--- config.mk ---
export PLATFORM = sky130hd
export DESIGN_NAME = wb_sequencer
export DESIGN_NICKNAME = d
export VERILOG_FILES = /design/src/rtl/wb_sequencer.sv
export SDC_FILE = /design/constraint.sdc
export NUM_CORES = 1
export LEC_CHECK = 0
export ABC_AREA = 1
export CAP_MARGIN = 20
export CORE_UTILIZATION = 44
export CTS_CLUSTER_SIZE = 30
export DETAILED_ROUTE_END_ITERATION = 7
export PLACE_DENSITY = 0.82
export SLEW_MARGIN = 20
export SYNTH_ARGS = -nofsm -noshare
export SYNTH_HDL_FRONTEND = slang
export SYNTH_SLANG_ARGS = --single-unit
--- constraint.sdc ---
create_clock -name clk -period 2.2 [get_ports clk]
set_input_delay 0.22 -clock clk [delete_from_list [all_inputs] [get_ports clk]]
set_output_delay 0.22 -clock clk [all_outputs]
set_load 0.01 [all_outputs]
--- src/rtl/wb_sequencer.sv ---
// Writeback sequencer: accepts one ALU/load request, runs the load handshake
// with a timeout, then drives the writeback mux select and a single RF write.
module wb_sequencer #(
  parameter int DATA_W      = 32,
  parameter int ADDR_W      = 5,
  parameter int MEM_TIMEOUT = 15
) (
  input  logic              clk,
  input  logic              rst_n,
  input  logic              issueValid,
  output logic              issueReady,
  input  logic              issueLoad,
  input  logic [ADDR_W-1:0] issueRd,
  input  logic [DATA_W-1:0] issueRes,
  output logic              memReq,
  input  logic              memReady,
  output logic              mMemSel,
  output logic [DATA_W-1:0] resOut,
  output logic              rfWe,
  output logic [ADDR_W-1:0] rfWaddr,
  output logic              memErr
);

  localparam int CNT_W = $clog2(MEM_TIMEOUT + 1);

  typedef enum logic [1:0] {IDLE, MEM_WAIT, WRITE} state_t;

  state_t              state, stateNext;
  logic [CNT_W-1:0]    cnt, cntNext;
  logic                loadQ, loadNext;
  logic [ADDR_W-1:0]   rdQ, rdNext;
  logic [DATA_W-1:0]   resQ, resNext;
  logic                memReqNext, mMemSelNext, rfWeNext, memErrNext;

  assign issueReady = (state == IDLE);
  assign resOut     = resQ;
  assign rfWaddr    = rdQ;

  // Registered outputs are computed from the transition being taken, so they
  // line up with the state they belong to rather than lagging by one cycle.
  always_comb begin
    stateNext   = state;
    cntNext     = cnt;
    loadNext    = loadQ;
    rdNext      = rdQ;
    resNext     = resQ;
    memReqNext  = 1'b0;
    mMemSelNext = 1'b0;
    rfWeNext    = 1'b0;
    memErrNext  = 1'b0;
    case (state)
      IDLE: begin
        if (issueValid) begin
          loadNext = issueLoad;
          rdNext   = issueRd;
          resNext  = issueRes;
          cntNext  = '0;
          if (issueLoad) begin
            stateNext   = MEM_WAIT;
            memReqNext  = 1'b1;
            mMemSelNext = 1'b1;
          end else begin
            stateNext = WRITE;
            rfWeNext  = (issueRd != '0);
          end
        end
      end
      MEM_WAIT: begin
        cntNext     = cnt + CNT_W'(1);
        memReqNext  = 1'b1;
        mMemSelNext = 1'b1;
        // memReady takes priority over a coincident timeout
        if (memReady) begin
          stateNext = WRITE;
          rfWeNext  = (rdQ != '0);
        end else if (cnt + CNT_W'(1) == CNT_W'(MEM_TIMEOUT)) begin
          stateNext   = IDLE;
          memReqNext  = 1'b0;
          mMemSelNext = 1'b0;
          memErrNext  = 1'b1;
        end
      end
      WRITE: begin
        stateNext = IDLE;
      end
      default: begin
        stateNext = IDLE;
      end
    endcase
  end

  always_ff @(posedge clk or negedge rst_n) begin
    if (!rst_n) begin
      state   <= IDLE;
      cnt     <= '0;
      loadQ   <= 1'b0;
      rdQ     <= '0;
      resQ    <= '0;
      memReq  <= 1'b0;
      mMemSel <= 1'b0;
      rfWe    <= 1'b0;
      memErr  <= 1'b0;
    end else begin
      state   <= stateNext;
      cnt     <= cntNext;
      loadQ   <= loadNext;
      rdQ     <= rdNext;
      resQ    <= resNext;
      memReq  <= memReqNext;
      mMemSel <= mMemSelNext;
      rfWe    <= rfWeNext;
      memErr  <= memErrNext;
    end
  end

endmodule

* After elaboration in Yosys (flattened, before gate mapping)
Index checks and enable logic that the tools add are counted.
** Word-level totals
- Word-level logic and storage cells :: 38
- RAM bits :: 0
- Memories kept :: 0
- Memory bits (read-only) :: 0
- Flip-flop bits (word level) :: 46
- Bits of input ports :: 42
- Latch bits :: 0
** Operators by class
- $lt $le $gt $ge :: 0
- Reduce and logical (&&, ||, !) cells :: 7
- Equal/unequal tests :: 4
- Bitwise operators :: 0
- Div/mod/pow operators :: 0
- Shift-type cells :: 0
- Multiply operators :: 0
- $add $sub $neg :: 1
- Multiplexer cells :: 19
** Operator list (count)
- 2-to-1 mux 1 bit :: 10
- nonzero test 5 bit :: 2
- 2-to-1 mux 2 bit :: 4
- case mux 4 bit (2 select lines) :: 1
- AND reduction 2 bit :: 3
- adder 4 x 1 -> 4 bit (second input constant) :: 1
- equality test 4 bit (second input constant) :: 1
- 2-to-1 mux 4 bit :: 1
- case mux 1 bit (2 select lines) :: 2
- case mux 2 bit (2 select lines) :: 1
- inequality test 3 bit (second input constant) :: 1
- equality test 2 x 1 -> 1 bit (second input constant) :: 1
- zero test 2 bit :: 1
- inequality test 2 bit (second input constant) :: 1
- nonzero test 2 bit :: 1

* Depth between registers and ports, before layout
- Word-level depth :: 5
- Mapped depth :: 8

* Worst setup path before layout
Ideal clock, no wire load.
- Path type :: reg-to-reg
- Start point :: reg state[1]
- End point :: reg rdQ[3] (netlist: rfWaddr[3])
- Stages on the path, launching flop included :: 6
- Library setup time :: 0.121 ns
- Data arrival time :: 0.968 ns
- Path slack :: 1.111 ns
- Data required time :: 2.079 ns
- Cell sequence :: dfrtp_1 > nor2_4 > nand2_4 > buf_4 > nand2_1 > o21ai_1
** On the way
- Word-level cells in the longest chain between the ends :: 2
** Ends and longest elaborated chain
- start, declared :: line 28 : state_t state, stateNext;
- start signal, assigned :: line 104 : state <= stateNext;
- zero test 2 bit
- via issueReady :: line 11 : output logic issueReady,
- AND reduction 2 bit (no source line)
- end signal, assigned :: line 107 : rdQ <= rdNext;
- end, declared :: line 31 : logic [ADDR_W-1:0] rdQ, rdNext;
The timed path passes the listed nets, and every way through them passes these cells.
A chain may end at the register's enable or synchronous reset.

* Worst setup path in the final report
- Start point :: reg state[1]
- End point :: out issueReady
** On the way
- Word-level cells in the longest chain between the ends :: 1
** Ends and longest elaborated chain (line)
- zero test 2 bit
- end, declared :: 11
Every way passes these cells.

==> key figures <==
Outcome
  • Outcome: finished clean

Critical path
  • Crit path max fanout: 3
  • Kind of critical path: reg2out
  • Crit path launch type: flip-flop
  • Worst R2R Setup Slack: a little under 0.8 ns
  • Setup crit end kind: output pin
  • WP data arrival: ~1.5 ns
  • Worst Path Required: 1.98 ns

Layout
  • Commonest non-fill, non-tap cell in the layout: nand2_1
  • Ant diodes: 0
  • Area Growth Syn to Fin: 50.0%
  • Most frequent cells in the layout: 121 x nand2_1, 82 x clkdlybuf4s50_1, 46 x dfrtp_1
  • Register Area: 0.00115 mm2
  • Share of cells above drive strength 1: 4.90%
  • Multi-input gate area: ~630 um2
  • Final nets: 349
  • Fill count: 327

Synthesis
  • Post-synth EDFFs: 0
  • Syn nets: ~260
  • Post-Syn Instances: between 200 and 250
  • Average cell area after synthesis: slightly below 9 um2
  • Largest area contributor in the netlist: dfrtp_1
  • Top_reg_cell synth: dfrtp_1
  • Asr flop ratio synth: 100%
  • Yosys reg bits: 46
  • Mapped Area: about 0.0019 mm2
  • Netlist cell types: 18
  • Synth area leaders: dfrtp_1 60%, nand2_1 24%, inv_1 2.7%
  • Share of the synthesized area in the top cell type: about three fifths
  • Ys Warns: 0
  • Sequential area share after synthesis: between 60% and 70%

Clock tree
  • CTS tree: done
  • # clock sinks: between 40 and 50
  • TritonCTS Buffers: 5
  • Worst-Skew Late Latency: roughly 0.30 ns
  • CTS root buf: clkbuf_8
  • Clock Path Buffers: 2
  • H-tree Lvls: 2
  • # resized after CTS: 0
  • Clk slew on worst S/H paths: about 0.080 ns
  • Post-CTS Hold Fix Bufs: 1
  • Total setup buffers inserted after CTS: 0

Pwr
  • P per Cell Area: around 1100 mW/mm2
  • Switch share: about a third
  • Register share of total power: 41.0%
  • Leakage power: approximately 1.4 nW
  • Net Switching: 1.05 mW
  • Worst vdd ir: ~0.64 mV
  • Combinational group share of total power: about two fifths
  • P_int: around 2.2 mW
  • Power share of the clock group: approximately a fifth
  • Power, Total: 3.24 mW

STA
  • Clock Skew: 0.00707 ns
  • Fin. Hold Viols: 0
  • Slew headroom: 67.0%
  • Final setup vio count: 0
  • Final setup TNS: 0 ns
  • Slew Limit Fails: 0
  • Fmax: roughly 0.59 GHz
  • Post-layout minimum cycle time: around 1.7 ns
  • Period utilisation layout: about three quarters
  • RSZ-0062 raised after global routing: no
  • Slew at the pin closest to its max-slew limit: just under 0.5 ns

Floorplan
  • Num rows: 23
  • Core box area: 0.00409 mm2
  • Die Y-Extent: 67.9 um
  • Initial core utilization: a little under half
  • Ports: between 80 and 90
  • Die width: between 60 and 70 um
  • Die area: ~0.0046 mm2

Routing
  • Detail Route Antenna Nets: 0
  • Vias: around 1700
  • Vias per cell: approximately 4.7
  • Final WL: 4.33 mm
  • Detailed Route Iter0 Violations: 41
  • Avg WL per Cell: approximately 12 um
  • Pre-antenna DRT Iters: 4
  • Drt drc: 0

Global route
  • Antenna violations before repair: 0
  • Gr usage total: 20.7%
  • Grt total ovfl: 0
  • Number of global-route vias before repair: 1600
  • Largest net degree at the start of global routing: 34
  • First-pass GRT wire length: approximately 6.9 mm

Placement
  • HPWL after DPL: between 3 and 4 mm
  • GP Congestion: 0.765
  • IO buf count: between 80 and 90

Run
  • Max-cap violations: 0

Hold path
  • HP Class: in2async
[power groups by stage]
| stage | logic (mW) | clock network (mW) | registers (mW) |
|---|---|---|---|
| after floorplan | 0.452 | 0 | 1.46 |
| after global placement | 1.28 | 0 | 1.33 |
| after detailed placement | 1.31 | 0 | 1.34 |
| after CTS | 1.32 | 0.622 | 1.33 |
| after global routing | 1.44 | 0.657 | 1.36 |
| final | 1.30 | 0.607 | 1.33 |
[logic make-up after synthesis]
family / after synthesis / share of synthesized area [%]
buf+inv: 24 / 7.00
flops: 46 / 60.2
simple gates: 135 / 28.1
fa+ha+maj: 2 / 1.31
compound gates: 12 / 3.34
[synthesized netlist by cell type (2+ instances only)]
cell / instances
buf_4: 5
nand3_1: 4
ha_1: 2
dfrtp_1: 46
o21ai_1: 5
nor2_4: 2
buf_6: 3
nor2_1: 5
inv_1: 14
nand2_1: 121
o21ai_0: 5
[registers in the layout, summed over array words and instances (netlist names)]
register,flops
resOut,32
rfWe,1
rfWaddr,5
state,2
memErr,1
cnt,4
mMemSel,1
[worst max-delay path, stage by stage (launching register included)]
cell,delay (ns)
dfrtp_1,0.45
nor2_4,0.16
clkdlybuf4s50_1,0.56
[per-stage QoR]
step / worst slack, ns / std cells / hold WS [ns] / util, % / cell area [um2]
after floorplan: 1.11 / 219 / -0.0756 / - / 1910
after global placement: 0.672 / 347 / 0.215 / 67.3 / 2750
after detailed placement: 0.621 / 347 / 0.219 / 67.3 / 2750
after CTS: 0.492 / 356 / 0.426 / 70.2 / 2870
after global routing: 0.446 / 356 / 0.438 / 70.2 / 2870
final: 0.510 / 356 / 0.410 / 70.2 / 2870
[path summary, 6_finish.rpt]
check	to	start	cells after the start
max	issueReady	state[1]	2
min	resOut[26]	rst_n	2
max reg2reg	mMemSel	state[1]	7
min reg2reg	resOut[2]	resOut[2]	2
max in group asynchronous	memErr	rst_n	3
min in group clk	resOut[30]	issueRes[30]	3
[layout make-up]
class / count / area share [%]
Clock buffer: 7 / 2.66
Clock inverter: 1 / 1.05
Inverter: 16 / 2.18
Multi-Input combinational cell: 149 / 21.9
Sequential cell: 46 / 40.1
Tap cell: 50 / 2.18
Timing Repair Buffer: 87 / 29.9
[layer usage]
metal	vias to the layer above	GRT usage [%]	part of all wire (%)
li1	835	-	-
met1	782	23.8	41
met2	51	36.8	51
met3	8	5.33	5.6
met4	0	8.07	1.8
met5	-	0	0
Power figures use the tool's default switching activity.
